==> src/rtl/uart_sched_pkg.sv <==
// Shared types and constants for the UART transmit scheduler.
// Holds state encodings, header tag default and header byte helper.
package uart_sched_pkg;

    localparam int ID_W = 4;
    localparam logic [3:0] HDR_TAG_DEF = 4'hA;

    typedef logic [2:0] state_t;

    localparam state_t ST_IDLE   = 3'd0;
    localparam state_t ST_HDR    = 3'd1;
    localparam state_t ST_WAIT_H = 3'd2;
    localparam state_t ST_DATA   = 3'd3;
    localparam state_t ST_WAIT_D = 3'd4;

    function automatic logic [7:0] hdr_byte(
        input logic [3:0]      tag,
        input logic [ID_W-1:0] id
    );
        return {tag, id};
    endfunction

endpackage

==> src/rtl/uart_tx_scheduler_rr_arbiter.sv <==
// Rotating-priority arbiter: first set request at or above ptr,
// wrapping modulo N.
module rr_arbiter #(
    parameter int N = 4,
    localparam int W = (N > 1) ? $clog2(N) : 1
) (
    input  logic [N-1:0] req,
    input  logic [W-1:0] ptr,
    output logic         grant_valid,
    output logic [W-1:0] grant
);

    logic [W:0] idx;

    always_comb begin
        grant_valid = 1'b0;
        grant       = '0;
        idx         = '0;
        for (int i = 0; i < N; i++) begin
            idx = {1'b0, ptr} + (W+1)'(i);
            if (idx >= (W+1)'(N))
                idx = idx - (W+1)'(N);
            if (!grant_valid && req[idx[W-1:0]]) begin
                grant_valid = 1'b1;
                grant       = idx[W-1:0];
            end
        end
    end

endmodule

==> src/rtl/uart_tx_scheduler.sv <==
// Round-robin scheduler framing requester bytes as header+data pairs,
// paced GAP cycles apart for a UART tx FIFO that has no full flag.
module uart_tx_scheduler
    import uart_sched_pkg::*;
#(
    parameter int         NUM_REQ = 4,
    parameter int         GAP     = 100,
    parameter logic [3:0] HDR_TAG = HDR_TAG_DEF
) (
    input  logic                 clk,
    input  logic                 rst_n,
    input  logic                 enable,
    input  logic [NUM_REQ-1:0]   req_valid,
    input  logic [8*NUM_REQ-1:0] req_data,
    output logic [NUM_REQ-1:0]   req_ack,
    output logic [7:0]           tx_byte,
    output logic                 tx_ready,
    output logic                 busy
);

    localparam int PW    = (NUM_REQ > 1) ? $clog2(NUM_REQ) : 1;
    localparam int CNT_W = (GAP > 2) ? $clog2(GAP) : 1;
    // WAIT_H spans GAP-1 cycles; WAIT_D spans GAP-2 so the IDLE grant
    // cycle fits inside the data-to-header gap.
    localparam int LOAD_H = GAP - 2;
    localparam int LOAD_D = (GAP > 2) ? GAP - 3 : 0;

    state_t          state;
    logic [CNT_W-1:0] cnt;
    logic [PW-1:0]   rr_ptr;
    logic [PW-1:0]   id;
    logic [7:0]      data;
    logic            gnt_valid;
    logic [PW-1:0]   gnt;

    rr_arbiter #(.N(NUM_REQ)) u_arb (
        .req         (req_valid),
        .ptr         (rr_ptr),
        .grant_valid (gnt_valid),
        .grant       (gnt)
    );

    always_ff @(posedge clk or negedge rst_n) begin
        if (!rst_n) begin
            state    <= ST_IDLE;
            cnt      <= '0;
            rr_ptr   <= '0;
            id       <= '0;
            data     <= '0;
            req_ack  <= '0;
            tx_byte  <= '0;
            tx_ready <= 1'b0;
            busy     <= 1'b0;
        end else begin
            req_ack  <= '0;
            tx_ready <= 1'b0;
            case (state)
                ST_IDLE: begin
                    if (enable && gnt_valid) begin
                        id      <= gnt;
                        data    <= req_data[{gnt, 3'b000} +: 8];
                        req_ack <= NUM_REQ'(1) << gnt;
                        rr_ptr  <= (gnt == PW'(NUM_REQ - 1))
                                   ? '0 : gnt + 1'b1;
                        state   <= ST_HDR;
                        busy    <= 1'b1;
                    end
                end
                ST_HDR: begin
                    tx_byte  <= hdr_byte(HDR_TAG, ID_W'(id));
                    tx_ready <= 1'b1;
                    cnt      <= CNT_W'(LOAD_H);
                    state    <= ST_WAIT_H;
                end
                ST_WAIT_H: begin
                    if (cnt == '0)
                        state <= ST_DATA;
                    else
                        cnt <= cnt - 1'b1;
                end
                ST_DATA: begin
                    tx_byte  <= data;
                    tx_ready <= 1'b1;
                    if (GAP > 2) begin
                        cnt   <= CNT_W'(LOAD_D);
                        state <= ST_WAIT_D;
                    end else begin
                        state <= ST_IDLE;
                        busy  <= 1'b0;
                    end
                end
                ST_WAIT_D: begin
                    if (cnt == '0) begin
                        state <= ST_IDLE;
                        busy  <= 1'b0;
                    end else begin
                        cnt <= cnt - 1'b1;
                    end
                end
                default: begin
                    state <= ST_IDLE;
                    busy  <= 1'b0;
                end
            endcase
        end
    end

endmodule

==> config.mk <==
export PLATFORM = sky130hd
export DESIGN_NAME = uart_tx_scheduler
export DESIGN_NICKNAME = d
export VERILOG_FILES = /design/src/rtl/uart_sched_pkg.sv /design/src/rtl/uart_tx_scheduler_rr_arbiter.sv /design/src/rtl/uart_tx_scheduler.sv
export SDC_FILE = /design/constraint.sdc
export NUM_CORES = 1
export LEC_CHECK = 0
export CAP_MARGIN = 20
export CORE_MARGIN = 2
export CORE_UTILIZATION = 53
export DETAILED_ROUTE_END_ITERATION = 8
export GPL_TIMING_DRIVEN = 0
export PLACE_DENSITY = 0.86
export REMOVE_ABC_BUFFERS = 1
export SETUP_SLACK_MARGIN = 0.3
export SLEW_MARGIN = 10
export SYNTH_ARGS = -nofsm -noshare
export SYNTH_HDL_FRONTEND = slang
export SYNTH_SLANG_ARGS = --single-unit
export TNS_END_PERCENT = 10
==> constraint.sdc <==
create_clock -name clk -period 4.7 [get_ports clk]
set_input_delay 0.705 -clock clk [delete_from_list [all_inputs] [get_ports clk]]
set_output_delay 0.705 -clock clk [all_outputs]
set_load 0.02 [all_outputs]
Yosys cells after proc, flatten, opt, wreduce, memory -nomap -nowiden
Index checks and enable logic that the tools add are counted.
- logic and storage cells: 90
- register bits after elaboration: 36
- shift operators: 2
- reduce and logical (&&, ||, !) cells: 18
- bitwise operators: 1
- add/subtract/negate cells: 9
- multiplexer cells: 34
- eq/ne operators: 9
- magnitude comparators: 8
- operators by type and width (cell ; count):
    32-bit by 6-bit indexed part select with 8-bit output ; 1
    7-bit one-hot mux with 3 select lines ; 1
    2-bit two-way mux ; 9
    8-bit one-hot mux with 2 select lines ; 1
    3-bit one-hot mux with 5 select lines ; 1
    2-bit by 3-bit less-than comparator with 1-bit output (second input constant) ; 4
    1-bit two-way mux ; 11
    3-bit greater-or-equal comparator (second input constant) ; 3
    3-bit two-way mux ; 3
    1-bit binary-select mux with 2-bit select ; 4
    4-bit two-way mux ; 2
    2-bit != test (second input constant) ; 4
    2-bit by 1-bit subtractor with 2-bit output (second input constant) ; 4
    7-bit logical NOT ; 1
    7-bit two-way mux ; 1
    7-bit by 1-bit subtractor with 7-bit output (second input constant) ; 1
    2-bit by 2-bit adder with 3-bit output (second input constant) ; 2
    3-bit by 2-bit equality test with 1-bit output (second input constant) ; 2
    3-bit AND reduction ; 2
    1-bit logical AND ; 4
    2-bit AND reduction ; 2
    2-bit OR reduction ; 2
    1-bit by 2-bit << shifter with 4-bit output (first input constant) ; 1
    2-bit by 1-bit adder with 3-bit output (second input constant) ; 1
    12 further kinds ; 14

Longest topological paths before layout
Gate-level depths: netlist (run 1).
- depth after elaboration: 17
- mapped depth: 8

Cells and area by module
From an unflattened synthesis (run 1), not the netlist that was laid out.
- cell total of the unflattened synthesis: 197
- area, all modules: 2025.7 µm²
- modules (own cells, without submodules) (module ; area each (µm²) ; cells each ; instances):
    uart_tx_scheduler ; 1948.1 ; 182 ; 1
    rr_arbiter ; 77.6 ; 15 ; 1

Worst setup path before layout (run 1)
No wires, ideal clock.
- path type: input port to flip-flop
- start: input req_valid[2]
- end: register rr_ptr[1]
- setup slack: 2862 ps
- cell stages on the path: 7
- arrival: 1721 ps
- required time: 4583 ps
- library setup time: 117 ps
- cell sequence: and3b_1 > a31o_4 > nor2_8 > buf_12 > ha_1 > nand2_1 > nand2_1
- cells in the longest elaborated chain, start to end: 14
- elaborated cells between the ends (all ways): 27
- RTL lines (element ; RTL line ; RTL):
    start: declaration ; uart_tx_scheduler.sv:13 ; input logic [NUM_REQ-1:0] req_valid,
    1-bit binary-select mux with 2-bit select ; uart_tx_scheduler_rr_arbiter.sv:23 ; if (!grant_valid && req[idx[W-1:0]]) begin
    1-bit two-way mux (implied by the code) ; uart_tx_scheduler_rr_arbiter.sv:23 ;
    1-bit two-way mux ; uart_tx_scheduler_rr_arbiter.sv:23 ;
    1-bit logical NOT ; uart_tx_scheduler_rr_arbiter.sv:23 ;
    1-bit logical AND ; uart_tx_scheduler_rr_arbiter.sv:23 ;
    1-bit two-way mux ; uart_tx_scheduler_rr_arbiter.sv:23 ;
    1-bit logical NOT ; uart_tx_scheduler_rr_arbiter.sv:23 ;
    1-bit logical AND ; uart_tx_scheduler_rr_arbiter.sv:23 ;
    1-bit two-way mux ; uart_tx_scheduler_rr_arbiter.sv:23 ;
    1-bit logical NOT ; uart_tx_scheduler_rr_arbiter.sv:23 ;
    1-bit logical AND ; uart_tx_scheduler_rr_arbiter.sv:23 ;
    2-bit two-way mux / 1-bit two-way mux (equally long branches) ; uart_tx_scheduler_rr_arbiter.sv:23 ;
    2-bit by 1-bit adder with 2-bit output, or another cell as far along ; uart_tx_scheduler.sv:64 ; ? '0 : gnt + 1'b1;
    2-bit two-way mux / 2-bit AND reduction (equally long branches) ; -- ;
    end signal: assignment ; uart_tx_scheduler.sv:63 ; rr_ptr <= (gnt == PW'(NUM_REQ - 1))
    end: declaration ; uart_tx_scheduler.sv:30 ; logic [PW-1:0] rr_ptr;
Several ways; a longest one is shown, not always the timed one. The select of a mux whose other input is x is not followed.
A chain may end at the register's enable or synchronous reset.

Worst setup path in the final report (run 1)
- start: input req_valid[1]
- end: register data[5]
- cells in the longest elaborated chain, start to end: 14
- elaborated cells between the ends (all ways): 25
- RTL lines (element ; RTL line ; RTL):
    parallel branches: the longest is 14 deep, another holds 1-bit binary-select mux with 2-bit select ; -- ;
    end signal: assignment ; uart_tx_scheduler.sv:61 ; data <= req_data[{gnt, 3'b000} +: 8];
    end: declaration ; uart_tx_scheduler.sv:32 ; logic [7:0] data;
Several ways; the timed one is not identified. The select of a mux whose other input is x is not followed.

==> flow_metrics.tcl, run 1 <==
set metrics [dict create \
    floorplan.initialDensity_pct 56.1 \
    clk_path_buf_depth 2 \
    finalClockSkew_ps 6.16 \
    max_freq_ghz 0.414 \
    clkLatencyLatePin_ps 290 \
    synth_ff_type "dfrtp_1" \
    cp_slowest_cell "clkdlybuf4s50_1" \
    fin_tns_setup_ps 0 \
    ctsHoldBuffers 0 \
    grt_start_max_net_pins 37 \
    cts_buffers 5 \
    hpwl_um 3420 \
    path_delay_family "compound AO/OA/AOI/OAI gates" \
    dr.pass1.iters 4 \
    dr_wl_met3_um 256 \
    met2_wirelength_um 2540 \
    final_antenna_net_count 0 \
    cts_setup_buffers 0 \
    clock-sinks 36 \
    cp.required_ps 4830 \
    maxSlewHeadroom_pct 43.8 \
    ff2ff_setup_slack_ps 2630 \
    async_flop_share_pct 100 \
    drc 0 \
    drv_slew 0 \
    tightest_slew_ps 843 \
    gp_routability_congestion 0.884 \
    fin_crit_ps 2410 \
    start_kind "input pin" \
    powerDensity_nw_per_um2 622 \
    grt.total_usage_pct 23.8 \
    fp.dieH_um 66.7 \
    vias 1810 \
    post_drt_via_cell_ratio 5.82 \
    synth_area_um2 2080 \
    routed_wl_um 4840 \
    final-hold-violation-count 0 \
    grt_pass1_vias 1745 \
    most-common-layout-cells "51 x clkdlybuf4s50_1, 36 x dfrtp_1, 26 x nand2_1" \
    root_buffer "clkbuf_8" \
    p_leak_nw 1.21 \
    postLayoutCoreUtil_pct 74.5 \
    antenna_found_initial 0 \
    grt_pass1_wl_um 7870 \
    path_class "in -> reg" \
    syn_inst 211 \
    cts-resized-gates 0 \
    cts.reportedPaths.clkPinSlew_ps 70 \
    setup_ws_ps 2290 \
    die_area_um2 4450 \
    ys_ff_latch 36 \
    cts_tree "built" \
    place_ws_ps 2020 \
    ys_types 51 \
    ios 53 \
    drt_iter0_markers 152 \
    cpPeakStageDelay_ps 560 \
    h-tree-depth 2 \
    synth-edff-count 0 \
    yosysSeqAreaShare_pct 43.2 \
    area_delta_synth_final_pct 32.9 \
    setup_viol 0 \
    drive_gt1_share_pct 11.8 \
    top_layer_used "met4" \
    crit_chain "clkdlybuf4s50_1, o41ai_4, nand3b_4, nor3_4, a21bo_1, o221ai_1" \
    dp.cells 303 \
    outcome "complete, no violations" \
    grt.overflow.total 0 \
    diodes 0 \
    io_buffers 52 \
    wl_met1_um 1980 \
    dieWidth_um 66.7 \
    worstSetupEndpointType "register" \
    avgSynthCellArea_um2 9.87 \
    rsz0062_at_grt "false" \
    final_common_cell "clkdlybuf4s50_1" \
    fin_cells 311 \
    crit_buf_inv 1 \
    worstPathArrival_ps 2550 \
    crit_path_max_fanout 11 \
    core_area_um2 3720 \
    hp-class "reg -> reg" \
    wl_per_cell_um 15.5 \
    yosysWarnings 0 \
    row_count 22 \
    max_cap_violations 0 \
    ir_worst_vdd_uv 283 \
    nets 303 \
    period_share_pct 51.3 \
]
power by group:
| group | internal, mW | switching [mW] |
|---|---|---|
| registers | 0.438 | 0.144 |
| logic | 0.350 | 0.410 |
| clock network | 0.265 | 0.113 |
| total | 1.05 | 0.667 |
flip-flops by register name, indices dropped and copies added, names as in the netlist:
name	cells
cnt	7
req_ack	4
state	3
rr_ptr	2
busy	1
id	2
data	8
tx_byte	8
tx_ready	1
metal layers:
metal	global-route usage, %	up-vias
met5	0	-
met4	6.38	0
met3	5.41	6
met2	42.6	63
met1	28.6	875
li1	-	866
worst paths after layout:
path,start,to,depth (start not counted)
hold reg to reg,tx_byte[2],tx_byte[2],2
min in group asynchronous,rst_n,cnt[3],1
setup / recovery,req_valid[1],data[5],6
max in group asynchronous,rst_n,data[5],1
setup reg to reg,state[1],data[5],5
hold / removal,tx_byte[2],tx_byte[2],2
through the flow:
stage / area [um2] / total power, mW / hold slack [ps]
after floorplan: 2030 / 1.09 / 409
after global placement: 2610 / 1.31 / 449
after detailed placement: 2610 / 1.34 / 457
after CTS: 2770 / 1.73 / 474
after global routing: 2770 / 1.83 / 483
final: 2770 / 1.72 / 475
layout make-up:
type,count,area [um2]
Timing Repair Buffer,52,515
Sequential cell,36,901
Fill cell,268,948
Clock buffer,5,68.8
Tap cell,48,60.1
Multi-Input combinational cell,156,1090
Clock inverter,3,90.1
Inverter,11,41.3
cells by family (layout without fill, tap and decap cells):
group / after synthesis / after routing / share of synthesized area (%)
fa+ha+maj: 2 / 2 / 1.20
mux: 11 / 11 / 5.35
flops: 36 / 36 / 43.2
xor+xnor: 2 / 2 / 0.841
buf+inv: 19 / 71 / 4.38
simple gates: 80 / 80 / 20.9
compound gates: 61 / 61 / 24.1
worst min-delay path: stages (launching register included):
cell     delay [ps]
dfrtp_1         340
nand2_1          50
nand2_1          50
cell usage after synthesis (3+ instances only):
| cell type | number | area share, % |
|---|---|---|
| nand3_1 | 15 | 3.6 |
| nor3_1 | 5 | 1.2 |
| dfrtp_1 | 36 | 43 |
| a21o_1 | 3 | 1.1 |
| nor2_1 | 16 | 2.9 |
| inv_1 | 8 | 1.4 |
| inv_2 | 3 | 0.54 |
| clkbuf_1 | 4 | 0.72 |
| a21oi_1 | 8 | 1.9 |
| a31oi_1 | 5 | 1.5 |
| buf_2 | 3 | 0.72 |
| mux2i_1 | 10 | 4.8 |
| a21bo_1 | 8 | 3.8 |
| o211ai_2 | 6 | 3.6 |
| nand2b_1 | 3 | 0.90 |
| o21ai_1 | 6 | 1.4 |
| nand2_1 | 26 | 4.7 |
| o21ai_0 | 9 | 2.2 |
Power figures use the tool's default switching activity.
==> run 2, diff against run 1 <==
--- a/config.mk
+++ b/config.mk
@@ -7,10 +7,10 @@
 export LEC_CHECK = 0
 export CAP_MARGIN = 20
 export CORE_MARGIN = 2
-export CORE_UTILIZATION = 53
+export CORE_UTILIZATION = 49
 export DETAILED_ROUTE_END_ITERATION = 8
 export GPL_TIMING_DRIVEN = 0
-export PLACE_DENSITY = 0.86
+export PLACE_DENSITY = 0.8
 export REMOVE_ABC_BUFFERS = 1
 export SETUP_SLACK_MARGIN = 0.3
 export SLEW_MARGIN = 10
==> constraint.sdc (replaced) <==
create_clock -name clk -period 2.3 [get_ports clk]
set_input_delay 0.345 -clock clk [delete_from_list [all_inputs] [get_ports clk]]
set_output_delay 0.345 -clock clk [all_outputs]
set_load 0.02 [all_outputs]
==> run 2 against run 1 <==
  * Die area is 7.7% higher
  * Global-route usage is 2.7 points lower
  * Largest cell class unchanged
  * Via count is 1.4% lower
  * First-iteration DRC count is 16% lower
==> flow_metrics.tcl, run 2 (same netlist as run 1, synthesis figures left out) <==
set metrics [dict create \
    setup_viol 0 \
    finalInstanceArea_um2 2710 \
    tightest_slew_ps 791 \
    finalClockSkew_ps 7.75 \
    most-common-layout-cells "50 x clkdlybuf4s50_1, 35 x dfrtp_1, 26 x nand2_1" \
    drv_slew 0 \
    grt_busiest_layer "met2" \
    io_buffers 52 \
    cts_tree "built" \
    maxSlewHeadroom_pct 47.3 \
    dp.cells 305 \
    power_switching_mw 1.35 \
    clock-sinks 36 \
    core_area_um2 4060 \
    fp.dieH_um 69.2 \
    cp.required_ps 2520 \
    hp-class "in -> async" \
    postLayoutCoreUtil_pct 66.9 \
    grtUsageMet2_pct 36.6 \
    die_area_um2 4790 \
    gp_routability_congestion 0.816 \
    powerDensity_nw_per_um2 1180 \
    hpwl_um 3470 \
    floorplan.initialDensity_pct 51.3 \
    period_share_pct 84.4 \
    clk_path_buf_depth 2 \
    max_freq_ghz 0.515 \
    clkPwrFrac_pct 14.3 \
    reg2reg_from "cnt[0]" \
    root_buffer "clkbuf_8" \
    outcome "complete, no violations" \
    ios 53 \
    grt_start_max_net_pins 37 \
    fin_tns_setup_ps 0 \
    diodes 0 \
    intPower_mw 1.86 \
    met1_usage_pct 26.3 \
    grt.overflow.total 0 \
    power_switching_share_pct 42.0 \
    h-tree-depth 2 \
    final_antenna_net_count 0 \
    grt_pass1_vias 1771 \
    fin_cells 314 \
    pwr-share-comb_pct 48.6 \
    clkLatencyLatePin_ps 290 \
    area_delta_synth_final_pct 30.2 \
    crit_path_max_fanout 6 \
    largestRegisters "data: 8 flops, tx_byte: 8 flops, cnt: 7 flops" \
    cts_buffers 5 \
    p_leak_nw 1.19 \
    routed_wl_um 4720 \
    dr.pass1.iters 4 \
    worstSetupEndpointType "register" \
    grt_pass1_wl_um 8150 \
    row_count 23 \
    grt.total_usage_pct 21.1 \
    start_kind "register" \
    dieWidth_um 69.2 \
    drt_iter0_markers 128 \
    final_common_cell "clkdlybuf4s50_1" \
    setup.worst_path.start "cnt[0]" \
    placed_area_um2 2610 \
    cts.reportedPaths.clkPinSlew_ps 70 \
    max_cap_violations 0 \
    p_seq_share_pct 37.1 \
    wl_per_cell_um 15.0 \
    fin_crit_ps 1940 \
    path_class "reg -> reg" \
    fillers 326 \
    rsz0062_at_grt "true" \
    drive_gt1_share_pct 11.7 \
    use_met3_pct 3.92 \
    ir_worst_vdd_uv 539 \
    drc 0 \
    worstPathArrival_ps 2160 \
    final-hold-violation-count 0 \
    vias 1784 \
    post_drt_via_cell_ratio 5.68 \
    antenna_found_initial 0 \
    nets 304 \
]
run 2: final cells by class:
class | instances | area, um2 | share of cell area [%]
Timing Repair Buffer | 53 | 526 | 19.4
Multi-Input combinational cell | 156 | 1090 | 40.2
Clock buffer | 8 | 90.1 | 3.32
Inverter | 11 | 41.3 | 1.52
Sequential cell | 36 | 902 | 33.3
Tap cell | 50 | 62.6 | 2.31
run 2: through the flow:
step	worst slack [ps]	hold WS (ps)	power, mW
final	358	141	3.21
after global routing	248	209	3.47
after CTS	317	174	3.23
after detailed placement	-43.9	456	2.76
after global placement	-7.52	450	2.69
after floorplan	624	49.4	2.22
run 2: critical path: stages, from the launching register on:
cell and delay, ps:
dfrtp_1 450, inv_1 90, ha_1 180, nor3b_2 350, and3_1 340, nor2_1 70, mux2_2 260, a21oi_1 130
run 2: power groups by stage:
stage,registers [mW],clock network [mW],logic [mW]
finish,1.19,0.459,1.56
global route,1.23,0.492,1.74
CTS,1.19,0.467,1.57
detailed placement,1.20,0,1.56
global placement,1.19,0,1.50
floorplan,1.24,0,0.976
run 2: worst paths after layout:
path | slack [ps] | cells past startpoint | to
min in group clk | 470 | 2 | tx_byte[3]
worst max-delay path | 360 | 7 | cnt[0]
max in group asynchronous | 1610 | 1 | state[1]
worst min register to register | 470 | 2 | tx_byte[3]
worst max register to register | 360 | 7 | cnt[0]
worst min-delay path | 140 | 1 | data[2]
run 2: routing by layer:
metal,vias to the layer above,share of wire [%]
met1,869,42
met4,0,1.2
met2,45,53
met3,5,4.1
li1,865,-
met5,-,0
run 2: repair_timing:
action / 4_1_cts / 5_1_grt
hold buffers: 0 / 0
setup endpoints to repair: 8 / 12
setup buffers: 1 / 0
pin swaps: 1 / 0
endpoints found under the hold margin: 0 / 0
gates resized for setup: 1 / 1
